[config.mk]
export PLATFORM = sky130hd
export DESIGN_NAME = uart_mmio_bridge
export DESIGN_NICKNAME = d
export VERILOG_FILES = /design/src/rtl/uart_mmio_bridge.sv
export SDC_FILE = /design/constraint.sdc
export NUM_CORES = 1
export LEC_CHECK = 0
export BUFFER_PORTS_ARGS = -buffer_cell sky130_fd_sc_hd__buf_2
export CELL_PAD_IN_SITES_DETAIL_PLACEMENT = 1
export CELL_PAD_IN_SITES_GLOBAL_PLACEMENT = 1
export CORE_MARGIN = 8
export CORE_UTILIZATION = 45
export CTS_BUF_LIST = sky130_fd_sc_hd__clkbuf_8
export CTS_CLUSTER_DIAMETER = 200
export DETAILED_ROUTE_END_ITERATION = 8
export PLACE_DENSITY_LB_ADDON = 0.1
export SLEW_MARGIN = 30
export SYNTH_ARGS = -nofsm -noshare
export SYNTH_HDL_FRONTEND = slang
export SYNTH_SLANG_ARGS = --single-unit
[constraint.sdc]
create_clock -name clk -period 6.3 [get_ports clk]
set_clock_uncertainty 0.1 [all_clocks]
set_input_delay 0.315 -clock clk [delete_from_list [all_inputs] [get_ports clk]]
set_output_delay 0.315 -clock clk [all_outputs]
set_load 0.02 [all_outputs]
[src/rtl/uart_mmio_bridge.sv]
// MMIO bridge between the CPU MEM stage and the UART: TX/RX byte FIFOs,
// sticky TX overflow, cycle/instret counters, and one-cycle registered load data.
module uart_mmio_bridge #(
    parameter int DEPTH = 8,
    parameter int CNT_W = 32
) (
    input  logic        clk,
    input  logic        rst,
    input  logic [31:0] addr,
    input  logic [31:0] wdata,
    input  logic        rd_en,
    input  logic        wr_en,
    input  logic        inst_retire,
    output logic [31:0] rdata,
    output logic [7:0]  tx_data,
    output logic        tx_valid,
    input  logic        tx_ready,
    input  logic [7:0]  rx_data,
    input  logic        rx_valid,
    output logic        rx_ready
);

    localparam int AW = $clog2(DEPTH);
    localparam int CW = AW + 1;
    localparam logic [CW-1:0] FULL = CW'(DEPTH);

    localparam logic [7:0] REG_STATUS  = 8'h00;
    localparam logic [7:0] REG_RX_DATA = 8'h04;
    localparam logic [7:0] REG_TX_DATA = 8'h08;
    localparam logic [7:0] REG_CYCLE   = 8'h10;
    localparam logic [7:0] REG_INSTRET = 8'h14;
    localparam logic [7:0] REG_CNT_CLR = 8'h18;
    localparam logic [7:0] REG_OCC     = 8'h1C;

    logic [7:0] off;
    logic       rd_act;
    logic       wr_act;

    // A store wins over a load issued in the same cycle.
    assign off    = {addr[7:2], 2'b00};
    assign wr_act = wr_en & addr[31];
    assign rd_act = rd_en & ~wr_en & addr[31];

    // ---------------- TX FIFO ----------------
    logic [7:0]    tx_mem [DEPTH];
    logic [AW-1:0] tx_wr_ptr;
    logic [AW-1:0] tx_rd_ptr;
    logic [CW-1:0] tx_count;
    logic          tx_full;
    logic          tx_empty;
    logic          tx_req;
    logic          tx_push;
    logic          tx_pop;
    logic          tx_overflow;

    assign tx_full  = (tx_count == FULL);
    assign tx_empty = (tx_count == '0);
    assign tx_pop   = ~tx_empty & tx_ready;
    assign tx_req   = wr_act & (off == REG_TX_DATA);
    // A full FIFO still takes the byte when the head leaves on the same edge.
    assign tx_push  = tx_req & (~tx_full | tx_pop);

    always_ff @(posedge clk) begin
        if (rst) begin
            tx_wr_ptr <= '0;
            tx_rd_ptr <= '0;
            tx_count  <= '0;
        end else begin
            if (tx_push) tx_wr_ptr <= tx_wr_ptr + 1'b1;
            if (tx_pop)  tx_rd_ptr <= tx_rd_ptr + 1'b1;
            case ({tx_push, tx_pop})
                2'b10:   tx_count <= tx_count + 1'b1;
                2'b01:   tx_count <= tx_count - 1'b1;
                default: ;
            endcase
        end
    end

    // NOTE: storage arrays are left unreset; pointers and count define validity.
    always_ff @(posedge clk) begin
        if (tx_push) tx_mem[tx_wr_ptr] <= wdata[7:0];
    end

    always_ff @(posedge clk) begin
        if (rst)
            tx_overflow <= 1'b0;
        else if (tx_req && !tx_push)
            tx_overflow <= 1'b1;
        else if (wr_act && off == REG_STATUS)
            tx_overflow <= 1'b0;
    end

    assign tx_valid = ~tx_empty;
    assign tx_data  = tx_empty ? 8'h00 : tx_mem[tx_rd_ptr];

    // ---------------- RX FIFO ----------------
    logic [7:0]    rx_mem [DEPTH];
    logic [AW-1:0] rx_wr_ptr;
    logic [AW-1:0] rx_rd_ptr;
    logic [CW-1:0] rx_count;
    logic          rx_empty;
    logic          rx_push;
    logic          rx_pop;

    assign rx_empty = (rx_count == '0);
    assign rx_ready = (rx_count != FULL);
    assign rx_push  = rx_valid & rx_ready;
    assign rx_pop   = rd_act & (off == REG_RX_DATA) & ~rx_empty;

    always_ff @(posedge clk) begin
        if (rst) begin
            rx_wr_ptr <= '0;
            rx_rd_ptr <= '0;
            rx_count  <= '0;
        end else begin
            if (rx_push) rx_wr_ptr <= rx_wr_ptr + 1'b1;
            if (rx_pop)  rx_rd_ptr <= rx_rd_ptr + 1'b1;
            case ({rx_push, rx_pop})
                2'b10:   rx_count <= rx_count + 1'b1;
                2'b01:   rx_count <= rx_count - 1'b1;
                default: ;
            endcase
        end
    end

    always_ff @(posedge clk) begin
        if (rx_push) rx_mem[rx_wr_ptr] <= rx_data;
    end

    // ---------------- Counters ----------------
    logic [CNT_W-1:0] cycle_cnt;
    logic [CNT_W-1:0] instret_cnt;
    logic             cnt_clr;

    assign cnt_clr = wr_act & (off == REG_CNT_CLR);

    always_ff @(posedge clk) begin
        if (rst || cnt_clr) begin
            cycle_cnt   <= '0;
            instret_cnt <= '0;
        end else begin
            cycle_cnt <= cycle_cnt + 1'b1;
            if (inst_retire) instret_cnt <= instret_cnt + 1'b1;
        end
    end

    // ---------------- Read path ----------------
    logic [31:0] rd_val;

    // NOTE: combinational blocks assign a default first so no path leaves a latch.
    always_comb begin
        rd_val = '0;
        case (off)
            REG_STATUS:  rd_val = {29'b0, tx_overflow, ~rx_empty, ~tx_full};
            REG_RX_DATA: rd_val = rx_empty ? 32'h0 : {24'b0, rx_mem[rx_rd_ptr]};
            REG_CYCLE:   rd_val = 32'(cycle_cnt);
            REG_INSTRET: rd_val = 32'(instret_cnt);
            REG_OCC:     rd_val = {16'b0, 8'(tx_count), 8'(rx_count)};
            default:     rd_val = '0;
        endcase
    end

    always_ff @(posedge clk) begin
        if (rst)
            rdata <= '0;
        else if (rd_act)
            rdata <= rd_val;
    end

    logic unused_bits;
    assign unused_bits = &{1'b0, addr[30:8], addr[1:0], wdata[31:8]};

endmodule

# Word level (Yosys, flattened, before mapping)
# Memory sizes are Yosys's and may differ from the RTL's. A register that Yosys moved wholly into a read port is not among the register bits.
# Cells that the tools add are included.
[totals]
inputBits = 79
register_bits = 117
n_memories = 2
latchBits = 0
word_cells = 74
out_inout_bits = 42
romBits = 0
ram_bits = 128
[mem_list]
columns = ["memory", "words", "width", "read_ports", "rd_ports_with_merged_regs", "wr", "line_no", "rtl"]
rows = [
  ["rx_mem", 8, 8, 1, 1, 1, "97", "logic [7:0] rx_mem [DEPTH];"],
  ["tx_mem", 8, 8, 1, 1, 1, "45", "logic [7:0] tx_mem [DEPTH];"],
]
[op_classes]
magnitude_cmp = 0
multipliers = 0
shifts = 0
eq_ne = 12
div = 0
addsub = 10
reduce_logical = 10
muxes = 15
bitwise = 15
[ops]
columns = ["cell", "n"]
rows = [
  ["32-bit case mux with 5 select lines", 1],
  ["32-bit by 1-bit adder with 32-bit output (second input constant)", 2],
  ["6-bit by 3-bit == test with 1-bit output (second input constant)", 4],
  ["8-bit 2-to-1 mux", 2],
  ["4-bit case mux with 2 select lines", 2],
  ["3-bit by 1-bit adder with 3-bit output (second input constant)", 4],
  ["3-bit 2-to-1 mux", 4],
  ["1-bit bitwise AND", 10],
  ["4-bit by 1-bit adder with 4-bit output (second input constant)", 2],
  ["4-bit logical NOT", 2],
  ["8-bit logical NOT", 1],
  ["4-bit by 1-bit subtractor with 4-bit output (second input constant)", 2],
  ["6-bit by 1-bit == test with 1-bit output (second input constant)", 1],
  ["6-bit by 2-bit == test with 1-bit output (second input constant)", 1],
  ["1-bit 2-to-1 mux", 6],
  ["2-bit nonzero test", 3],
  ["2-bit by 1-bit == test with 1-bit output (second input constant)", 2],
  ["2-bit == test (second input constant)", 2],
  ["4-bit == test (second input constant)", 1],
  ["4-bit != test (second input constant)", 1],
  ["1-bit NOT", 4],
  ["1-bit logical AND", 2],
  ["1-bit logical NOT", 1],
  ["1-bit logical OR", 1],
  ["1-bit bitwise OR", 1],
]

# Logic depth before layout (Yosys ltp)
[logic_depth]
ltp_word = 8
ltp_mapped = 12
mapped_depth_nobuf = 10

# Worst setup path after synthesis
# Ideal clock, no wire load.
[synth_timing]
path_kind = "register to register"
startpoint = "reg tx_count[1]"
endpoint = "reg tx_count[2]"
path_stages_with_launch = 13
required_ns = 6.130
period_less_slack_ns = 2.896
t_arrival_ns = 2.726
slack_ns = 3.404
path_cell_list = "dfxtp_1 clkbuf_1 nor4_2 inv_2 and2_1 clkbuf_1 ha_1 xor2_1 ha_1 a21oi_1 xor2_1 or3_1 a21oi_1"
[synth_between]
elab_chain_cells = 7
word_cells_on_any_way = 13
[synth_lines]
columns = ["item", "line_no", "rtl"]
rows = [
  ["from (decl)", "48", "logic [CW-1:0] tx_count;"],
  ["from (signal assigned)", "72", "2'b10: tx_count <= tx_count + 1'b1;"],
  ["from (signal assigned)", "73", "2'b01: tx_count <= tx_count - 1'b1;"],
  ["4-bit logical NOT *", "57", "assign tx_empty = (tx_count == '0);"],
  ["1-bit NOT *", "-", ""],
  ["via tx_valid", "16", "output logic tx_valid,"],
  ["1-bit bitwise AND *", "58", "assign tx_pop = ~tx_empty & tx_ready;"],
  ["via tx_pop", "53", "logic tx_pop;"],
  ["1-bit bitwise OR", "61", "assign tx_push = tx_req & (~tx_full | tx_pop);"],
  ["1-bit bitwise AND", "61", ""],
  ["2-bit by 1-bit == test with 1-bit output / 2-bit == test (equally long branches)", "71", "case ({tx_push, tx_pop})"],
  ["4-bit case mux with 2 select lines / 2-bit nonzero test (equally long branches)", "-", ""],
]
# Mark *: on every way through the listed nets, which the timed path passes. The rest lies on a longest branch.
# A chain may end at the register's enable or synchronous reset.

# Worst setup path after layout
[layout_timing]
startpoint = "reg tx_count[1]"
endpoint = "reg tx_count[2]"
[layout_between]
elab_chain_cells = 7
word_cells_on_any_way = 13
[layout_lines]
columns = ["item", "line_no"]
rows = [
  ["4-bit logical NOT", "57"],
  ["1-bit NOT", "58"],
  ["1-bit bitwise AND", "58"],
  ["1-bit bitwise OR", "61"],
  ["1-bit bitwise AND", "61"],
  ["2-bit by 1-bit == test with 1-bit output / 2-bit == test (equally long branches)", "71"],
  ["4-bit case mux with 2 select lines / 2-bit nonzero test (equally long branches)", "-"],
]
# Several ways; a longest one is shown, not always the timed one.

==> flow_metrics.tcl <==
set metrics [dict create \
    outcome "completed" \
    async_reset_ff_frac 0 \
    yosysWarnings 0 \
    initial_core_util 0.457 \
    io_pins 121 \
    syn_area_per_cell_um2 11.4 \
    setup_tns_ns 0 \
    cts_max_level 2 \
    synthAdderAreaFrac 0.0136 \
    instances_no_fill 1412 \
    rsz0062_at_grt "false" \
    synth_nets 1057 \
    max_freq_ghz 0.314 \
    drc_errors 0 \
    whs_ns 0.0434 \
    muxShareOfSynthArea 0.0917 \
    finalNetCount 1143 \
    cts_setup_buffers 0 \
    cp_top_family "simple AND/OR/NAND/NOR gates" \
    root_buffer "clkbuf_8" \
    netSwitchingFraction 0.229 \
    required_ns 6.67 \
    multiInputGateArea_um2 4440 \
    clockBufferDepth 3 \
    fin_crit_sh 0.506 \
    combPwrFrac 0.037 \
    dr.pass1.iters 5 \
    power_mw 3.32 \
    cts-resized-gates 0 \
    finalCriticalPeriod_ns 3.19 \
    ys_seq_elements 251 \
    crit_fanout 9 \
    vias_per_cell 5.69 \
    core_um2 24200 \
    dp_hpwl_um 18900 \
    path_class "flip-flop to flip-flop" \
    hp-class "primary input to flip-flop" \
    first_iter_violations 435 \
    slowest_stage "or4b_1" \
    synth_edf_count 128 \
    synthCells 966 \
    slew_headroom 0.376 \
    path_cells "or4b_1 > o2111ai_1 > ha_1 > xor2_1 > ha_1 > a21oi_1 > xor2_1 > or3_1 > a21oi_1" \
    regArea_um2 6310 \
    leakage_nw 4.20 \
    wirelength_um 28300 \
    synth_xor_area_frac 0.0254 \
    drv_cap 0 \
    synth.cell_area_um2 11000 \
    clk_latency_ns 0.55 \
    cts_hold_buffers 17 \
    intPower_mw 2.56 \
    grt_pass1_wl_um 46000 \
    power_switching_mw 0.759 \
    fillers 2598 \
    crit_path_start_kind "flip-flop" \
    maxSlewViolCount 0 \
    end_kind "flip-flop" \
    grt_pass1_vias 8213 \
    cp_num_buf_inv 0 \
    clk_transition_reported_paths_ns 0.05 \
    worstMarginPinSlew_ns 0.933 \
    post-place-cells 1313 \
    synthSimpleGateAreaFrac 0.171 \
    setup_viol 0 \
    overflow 0 \
    yosysUniqueCellTypes 52 \
    power_frac_clock 0.436 \
    vias 8028 \
    cpPeakStageDelay_ns 0.63 \
    fin_util 0.528 \
    finalWeightedCongestion 0.784 \
    antenna_found_initial 1 \
    crit_arrival_ns 3.56 \
    peakVddDrop_v 0.000155 \
    yosysSeqAreaShare 0.571 \
    synth_top_area_share 0.348 \
    clock-sinks 251 \
    grtUsageTotal 0.189 \
    antenna_left 0 \
    port_buffers 71 \
    fp-row-count 57 \
    synth.largest_area_cell "edfxtp_1" \
    drive_above_1_share 0.184 \
    p_per_area_nw_per_um2 260 \
    ys.flop_type "edfxtp_1" \
    area_growth_pct 15.5 \
    die-area_um2 29800 \
    die_y_um 173 \
    seq_power_share 0.527 \
    cts_buffers 44 \
    synth-compound-area-share 0.0946 \
    wl_per_cell_um 20.0 \
    cts_tree "yes" \
    hold_viol_final 0 \
    grt_max_degree 63 \
    synth_top_family_by_area "simple AND/OR/NAND/NOR gates" \
    synthTopCellsByArea "edfxtp_1 35%, dfxtp_1 22%, mux4_2 6.5%, a21oi_1 3.3%, or4_1 2.6%" \
    die_w_um 173 \
]
-- flip-flops by register name, indices dropped and copies added, names as in the netlist, named ones only --
name / flops
rx_mem: 64
rx_rd_ptr: 3
tx_overflow: 1
rx_count: 4
tx_count: 4
tx_mem: 64
tx_rd_ptr: 3
cycle_cnt: 32
instret_cnt: 32
rdata: 32
tx_wr_ptr: 3
rx_wr_ptr: 3
-- path summary, 6_finish.rpt --
| kind | end | start | slack, ns | cells after the start |
|---|---|---|---|---|
| max reg2reg | tx_count[2] | tx_count[1] | 3.11 | 9 |
| min | instret_cnt[0] | inst_retire | 0.04 | 3 |
| max | tx_count[2] | tx_count[1] | 3.11 | 9 |
| min reg2reg | rdata[23] | rdata[23] | 0.35 | 2 |
-- power by group through the flow --
stage	Clock, mW	Sequential, mW	Combinational [mW]
after detailed placement	0	1.79	0.115
after global routing	1.56	1.75	0.136
after floorplan	0	1.78	0.0669
after global placement	0	1.78	0.111
after CTS	1.50	1.75	0.123
final	1.45	1.75	0.122
-- cell families after synthesis --
kind of cell / Yosys count
DFF: 251
buffers and inverters: 91
adders and majority gates: 12
and+or+nand+nor: 346
AOI/OAI and AO/OA: 174
xor gates and xnor gates: 32
muxes: 60
-- synthesized netlist by cell type (12+ instances only) --
| cell type | count |
|---|---|
| edfxtp_1 | 128 |
| nor3_1 | 29 |
| dfxtp_1 | 123 |
| ha_1 | 12 |
| mux4_2 | 32 |
| nand2_1 | 69 |
| inv_1 | 29 |
| nand3_1 | 32 |
| nand4_1 | 17 |
| nor2_1 | 69 |
| o31ai_1 | 28 |
| clkbuf_1 | 51 |
| mux2i_1 | 19 |
| or4_1 | 38 |
| nor4b_1 | 19 |
| or3_1 | 19 |
| xnor2_1 | 13 |
| o21ai_0 | 19 |
| a21oi_1 | 72 |
| o21ai_1 | 22 |
| xor2_1 | 19 |
-- stage by stage --
step	setup WS, ns	cell area, um^2
after floorplan	3.40	11000
after global placement	2.84	11700
after detailed placement	2.78	11700
after CTS	3.08	12700
after global routing	2.86	12800
final	3.11	12800
-- cell usage in the layout, fill, tap and decap left out, drive strengths merged, types with 12 or more instances in the layout --
| cell | count |
|---|---|
| mux4 | 32 |
| nand3 | 32 |
| or3 | 19 |
| xnor2 | 13 |
| edfxtp | 128 |
| ha | 12 |
| nand4 | 18 |
| nor2 | 69 |
| nand2 | 69 |
| xor2 | 19 |
| o21ai | 41 |
| dfxtp | 123 |
| inv | 48 |
| mux2i | 19 |
| or4 | 38 |
| buf | 84 |
| clkbuf | 51 |
| nor4b | 19 |
| a21oi | 72 |
| dlygate4sd3 | 17 |
| o31ai | 28 |
| nor3 | 30 |
-- per-layer routing --
metal | GRT usage | routed length, um
met5 | 0 | 0
met4 | 0.0540 | 413
met3 | 0.0346 | 1270
met2 | 0.296 | 12800
met1 | 0.265 | 13800
-- area by class of cell --
cell class / instances / share of cell area
multi-input combinational: 624 / 0.348
clock inverter: 30 / 0.0128
antenna: 1 / 0.000196
sequential: 251 / 0.494
timing repair buffer: 101 / 0.0488
inverter: 30 / 0.00883
tap: 324 / 0.0318
clock buffer: 51 / 0.0550
-- worst reg2reg max path: cells and delay by family (launching register included) --
| family | cells | cell delay (ns) |
|---|---|---|
| DFF | 1 | 0.42 |
| xor gates and xnor gates | 2 | 0.36 |
| AOI/OAI and AO/OA | 3 | 0.76 |
| and+or+nand+nor | 2 | 0.94 |
| adders and majority gates | 2 | 0.55 |
Note: power is estimated with default switching activity, not from simulation.
